$ cat config.mk
export PLATFORM = sky130hd
export DESIGN_NAME = pipe_adder
export DESIGN_NICKNAME = d
export VERILOG_FILES = /design/src/rtl/pipe_adder_pkg.sv /design/src/rtl/adder_slice.sv /design/src/rtl/pipe_adder.sv
export SDC_FILE = /design/constraint.sdc
export NUM_CORES = 1
export LEC_CHECK = 0
export ABC_AREA = 1
export CELL_PAD_IN_SITES_DETAIL_PLACEMENT = 2
export CELL_PAD_IN_SITES_GLOBAL_PLACEMENT = 2
export CORE_ASPECT_RATIO = 2
export CORE_MARGIN = 2
export CORE_UTILIZATION = 38
export CTS_CLUSTER_DIAMETER = 80
export DETAILED_ROUTE_END_ITERATION = 8
export DONT_BUFFER_PORTS = 1
export HOLD_SLACK_MARGIN = 0.05
export PLACE_DENSITY_LB_ADDON = 0.1
export SYNTH_ARGS = -nofsm -noshare
export SYNTH_HDL_FRONTEND = slang
export SYNTH_HIERARCHICAL = 1
export SYNTH_SLANG_ARGS = --single-unit
$ cat constraint.sdc
create_clock -name clk -period 3.2 [get_ports clk]
set_input_delay 0.64 -clock clk [delete_from_list [all_inputs] [get_ports clk]]
set_output_delay 0.64 -clock clk [all_outputs]
set_load 0.01 [all_outputs]
$ cat src/rtl/pipe_adder_pkg.sv
// Shared defaults for the chunked pipelined adder/subtractor.
// The pipeline is one register stage per chunk, so latency equals CHUNKS.
package pipe_adder_pkg;

    localparam int DEF_WIDTH  = 32;
    localparam int DEF_CHUNKS = 4;

    function automatic int latency(input int chunks);
        return chunks;
    endfunction

endpackage

$ cat src/rtl/adder_slice.sv
// Combinational W-bit adder slice with carry in/out; one instance per pipeline stage.
module adder_slice
    import pipe_adder_pkg::*;
#(
    parameter int W = DEF_WIDTH / DEF_CHUNKS
) (
    input  logic [W-1:0] a,
    input  logic [W-1:0] b,
    input  logic         cin,
    output logic [W-1:0] sum,
    output logic         cout
);

    assign {cout, sum} = {1'b0, a} + {1'b0, b} + {{W{1'b0}}, cin};

endmodule

$ cat src/rtl/pipe_adder.sv
// Pipelined WIDTH-bit add/subtract: chunk k is summed in stage k using the carry
// registered by stage k-1, with valid/ready flow control and a global stall.
module pipe_adder
    import pipe_adder_pkg::*;
#(
    parameter int WIDTH  = DEF_WIDTH,
    parameter int CHUNKS = DEF_CHUNKS
) (
    input  logic             clk,
    input  logic             rst,
    input  logic             in_valid,
    output logic             in_ready,
    input  logic [WIDTH-1:0] a,
    input  logic [WIDTH-1:0] b,
    input  logic             cin,
    input  logic             sub,
    output logic             out_valid,
    input  logic             out_ready,
    output logic [WIDTH-1:0] sum,
    output logic             cout,
    output logic             ovf
);

    localparam int CW   = WIDTH / CHUNKS;
    localparam int LAST = latency(CHUNKS) - 1;

    logic stall;
    logic ovf_d, ovf_q;

    if ((CHUNKS < 1) || ((WIDTH % CHUNKS) != 0)) begin : g_bad_cfg
        $error("pipe_adder: WIDTH must be a positive multiple of CHUNKS");
    end

    for (genvar k = 0; k < CHUNKS; k++) begin : g_st
        // b shrinks by one chunk per stage; w holds finished sum chunks below
        // chunk k and still-unconsumed operand A chunks above it.
        localparam int BW = WIDTH - k * CW;

        logic             v_in;
        logic             c_in;
        logic [WIDTH-1:0] w_in;
        logic [BW-1:0]    b_in;
        logic [CW-1:0]    s_chunk;
        logic             c_out;
        logic             vld_d, vld_q;
        logic             cy_d, cy_q;
        logic [WIDTH-1:0] w_d, w_q;

        if (k == 0) begin : g_src
            // subtract as a + ~b + ~borrow_in
            assign v_in = in_valid;
            assign c_in = cin ^ sub;
            assign w_in = a;
            assign b_in = sub ? ~b : b;
        end else begin : g_src
            assign v_in = g_st[k-1].vld_q;
            assign c_in = g_st[k-1].cy_q;
            assign w_in = g_st[k-1].w_q;
            assign b_in = g_st[k-1].g_fwd.b_q;
        end

        adder_slice #(.W(CW)) u_slice (
            .a    (w_in[k*CW +: CW]),
            .b    (b_in[CW-1:0]),
            .cin  (c_in),
            .sum  (s_chunk),
            .cout (c_out)
        );

        always_comb begin
            vld_d = vld_q;
            cy_d  = cy_q;
            w_d   = w_q;
            if (!stall) begin
                vld_d              = v_in;
                cy_d               = c_out;
                w_d                = w_in;
                w_d[k*CW +: CW]    = s_chunk;
            end
        end

        always_ff @(posedge clk) begin
            if (rst) begin
                vld_q <= 1'b0;
                cy_q  <= 1'b0;
                w_q   <= '0;
            end else begin
                vld_q <= vld_d;
                cy_q  <= cy_d;
                w_q   <= w_d;
            end
        end

        if (k < LAST) begin : g_fwd
            logic [BW-CW-1:0] b_d, b_q;

            always_comb begin
                b_d = b_q;
                if (!stall) b_d = b_in[BW-1:CW];
            end

            always_ff @(posedge clk) begin
                b_q <= b_d;
            end
        end else begin : g_out
            // same-sign operands with a differently-signed result; equivalent
            // to carry-into-MSB xor carry-out
            always_comb begin
                ovf_d = ovf_q;
                if (!stall) begin
                    ovf_d = (w_in[WIDTH-1] == b_in[CW-1]) &&
                            (s_chunk[CW-1] != w_in[WIDTH-1]);
                end
            end
        end
    end

    always_ff @(posedge clk) begin
        if (rst) ovf_q <= 1'b0;
        else     ovf_q <= ovf_d;
    end

    assign stall     = g_st[LAST].vld_q & ~out_ready;
    assign in_ready  = ~stall;
    assign out_valid = g_st[LAST].vld_q;
    assign sum       = g_st[LAST].w_q;
    assign cout      = g_st[LAST].cy_q;
    assign ovf       = ovf_q;

endmodule

==> flow_summary.json <==
{
  "overflow": 0,
  "nNetsFinal": 1011,
  "synth_area_um2": 8040,
  "finalHoldViolations": 0,
  "ctsHoldBuffers": 0,
  "nFillCells": 2358,
  "ys_ff_latch": 185,
  "crit_chain": "fa_1 > fa_1 > nand2_1 > nand2_1 > nand3b_4 > nand2_1 > nand2_1 > nand2_1 > nor2_1 > nor2_1",
  "synth_adder_area_share": 0.0635,
  "cts_tree": "yes",
  "cts_setup_buffers": 0,
  "path_max_fanout": 2,
  "crit_path_end": "cout$_SDFFE_PP0N_",
  "synth_compound_area_frac": 0.0929,
  "synth_mux_area_frac": 0,
  "fin_cells": 1187,
  "critPathArrivalTime_ns": 2.43,
  "setup_viol": 0,
  "synth-simple-area-share": 0.223,
  "grt_pass1_vias": 6649,
  "crit_start": "g_st[2].g_fwd.b_q[0]$_DFFE_PN_",
  "cts.clk_slew.worst_paths_ns": 0.07,
  "cts_buffers": 17,
  "status": "complete, no violations",
  "htree_num_levels": 4,
  "rsz0062_at_grt": "false",
  "row_count": 75,
  "io_pins": 106,
  "core_area_um2": 20800,
  "post-route-period-util": 0.659,
  "grt_pass1_wl_mm": 34.0,
  "dieArea_um2": 22400,
  "synth.avg_cell_area_um2": 8.70,
  "firstDrtPassIters": 7,
  "yosys_warnings": 6,
  "synth_flop_cell": "dfxtp_1",
  "slowest_stage": "fa_1",
  "irDropWorstVdd_uv": 287,
  "fin_tns_setup_ns": 0,
  "whs_ns": 0.268,
  "vias_per_cell": 5.02,
  "yosysMostFrequentCell": "nor2_1",
  "cts_sinks": 185,
  "synthCells": 924,
  "initial_utilization": 0.386,
  "rrSetupSlack_ns": 1.09,
  "fmax_ghz": 0.474,
  "cp.required_ns": 3.52,
  "crit_buf_inv": 0,
  "antenna_left": 0,
  "num_vias": 5958,
  "dp.cells": 1155,
  "reg2reg_from": "g_st[2].g_fwd.b_q[0]$_DFFE_PN_",
  "worst_skew_pair.late_latency_ns": 0.44,
  "syn_nets": 1030,
  "dp_slack_ns": 0.794,
  "postSynth.asyncResetShare": 0,
  "fin_ws_ns": 1.09,
  "synth-edff-count": 48,
  "die_height_um": 210,
  "port-buffer-count": 0,
  "reg2regPathDepth": 10,
  "ys_seq_area_frac": 0.521,
  "track_usage": 0.191,
  "p_leak_uw": 0.00374,
  "crit_family": "adder cells",
  "max_slew.worst_pin.slew_ns": 0.761,
  "cts_max_path_buffers": 2,
  "fin_crit_ns": 2.11,
  "drc": 0,
  "max_cap_viol_count": 0,
  "clock-root-buffer": "clkbuf_16",
  "cp-start-kind": "flip-flop",
  "cp.depth": 10,
  "layout-drive-gt1-share": 0.0828,
  "yosysTopAreaCell": "dfxtp_1",
  "syn_to_final_growth_pct": 8.77,
  "end_kind": "flip-flop",
  "n_antenna_cell": 0,
  "post_cts_resized": 0,
  "min_path_type": "in -> reg",
  "skew_ns": 0.00616,
  "synth_top_area_share": 0.341,
  "synthTopCellsByArea": "dfxtp_1 (34%), edfxtp_1 (18%), nor2_1 (13%), o21ai_0 (5.8%), nand2_1 (4.4%)",
  "grt_start_max_net_pins": 138,
  "synth_common_cells": "nor2_1 (282), dfxtp_1 (137), nand2_1 (94)",
  "relSlewSlack": 0.492,
  "antenna_found_initial": 0,
  "place.gp.congestion": 0.757,
  "power_density_nw_per_um2": 624,
  "synth.distinct_cells": 26,
  "drtIter0Drc": 230,
  "synth_top_family_by_area": "simple AND/OR/NAND/NOR gates",
  "drv_slew": 0,
  "die_x_um": 107,
  "cpMostUsedCell": "nand2_1",
  "wl_per_cell_um": 16.7,
  "synthXorXnorAreaFrac": 0.0490,
  "slowest_delay_ns": 0.49,
  "crit_type": "reg -> reg",
  "rr_endpoint": "cout$_SDFFE_PP0N_",
  "wl_mm": 19.8,
  "hpwl_mm": 13.5
}
placed cells by master (no fill, tap or decap), drive strengths merged:
cell and count:
nor2 285, clkinv 11, fa 8, clkinvlp 2, nand3 19, inv 41, buf 9, dfxtp 137
o21ai 135, nand2 105, a21oi 12, edfxtp 48, clkbuf 17, xor2 37, ha 28, or2 8
nand3b 8, xnor2 8
flip-flops by register name, indices dropped and copies added (netlist names):
name / count
out_valid: 1
g_st.w_q: 96
cout: 1
g_st.cy_q: 3
sum: 32
ovf: 1
g_st.vld_q: 3
g_st.g_fwd.b_q: 48
worst min path at each step:
stage                                                from  depth (start not counted)  slack (ns)                              to
after floorplan            g_st[0].g_fwd.b_q[8]$_DFFE_PN_                          0        0.40  g_st[1].g_fwd.b_q[0]$_DFFE_PN_
after global placement     g_st[0].g_fwd.b_q[8]$_DFFE_PN_                          0        0.41  g_st[1].g_fwd.b_q[0]$_DFFE_PN_
after detailed placement  g_st[0].g_fwd.b_q[16]$_DFFE_PN_                          0        0.41  g_st[1].g_fwd.b_q[8]$_DFFE_PN_
after CTS                                             rst                          1        0.24          out_valid$_SDFFE_PP0N_
after global routing                                  rst                          1        0.25          out_valid$_SDFFE_PP0N_
final                                                 rst                          1        0.27          out_valid$_SDFFE_PP0N_
worst register-to-register path, cell delays in order (launching register included):
cell and delay, ns:
edfxtp_1 0.40, fa_1 0.49, fa_1 0.45, nand2_1 0.11, nand2_1 0.10, nand3b_4 0.11
nand2_1 0.07, nand2_1 0.07, nand2_1 0.05, nor2_1 0.10, nor2_1 0.05
layout make-up:
cell class | instances | area, um2 | share of cell area
clock buffers | 17 | 425 | 0.0487
clock inverters | 15 | 104 | 0.0119
inverters | 39 | 150 | 0.0172
multi-input cells | 653 | 3450 | 0.395
flip-flops and latches | 185 | 4180 | 0.479
well taps | 269 | 337 | 0.0385
repair buffers | 9 | 92.6 | 0.0106
power by group:
part	switching, uW	internal [uW]
clock network	925	992
logic	448	315
registers	139	2640
total	1510	3940
through the flow:
stage	area, um2	utilization	power [uW]
2_1_floorplan	8040	-	3390
3_3_place_gp	8210	0.394	3550
3_5_place_dp	8210	0.394	3600
4_1_cts	8740	0.420	5540
5_1_grt	8740	0.420	5770
6_report	8740	0.420	5460
routing by layer:
| metal | vias to the layer above | global-route usage | wire (um) |
|---|---|---|---|
| met2 | 98 | 0.342 | 10500 |
| met3 | 20 | 0.0366 | 664 |
| met5 | - | 0 | 0 |
| met1 | 2902 | 0.225 | 8260 |
| met4 | 0 | 0.0672 | 312 |
| li1 | 2938 | - | - |
kinds of logic after synthesis:
family	after synthesis
buffers and inverters	86
adder cells (fa/ha/maj)	36
AO/OA/AOI/OAI	147
AND/OR/NAND/NOR	425
flip-flops	185
XOR/XNOR	45
Note: power is estimated with default switching activity, not from simulation.
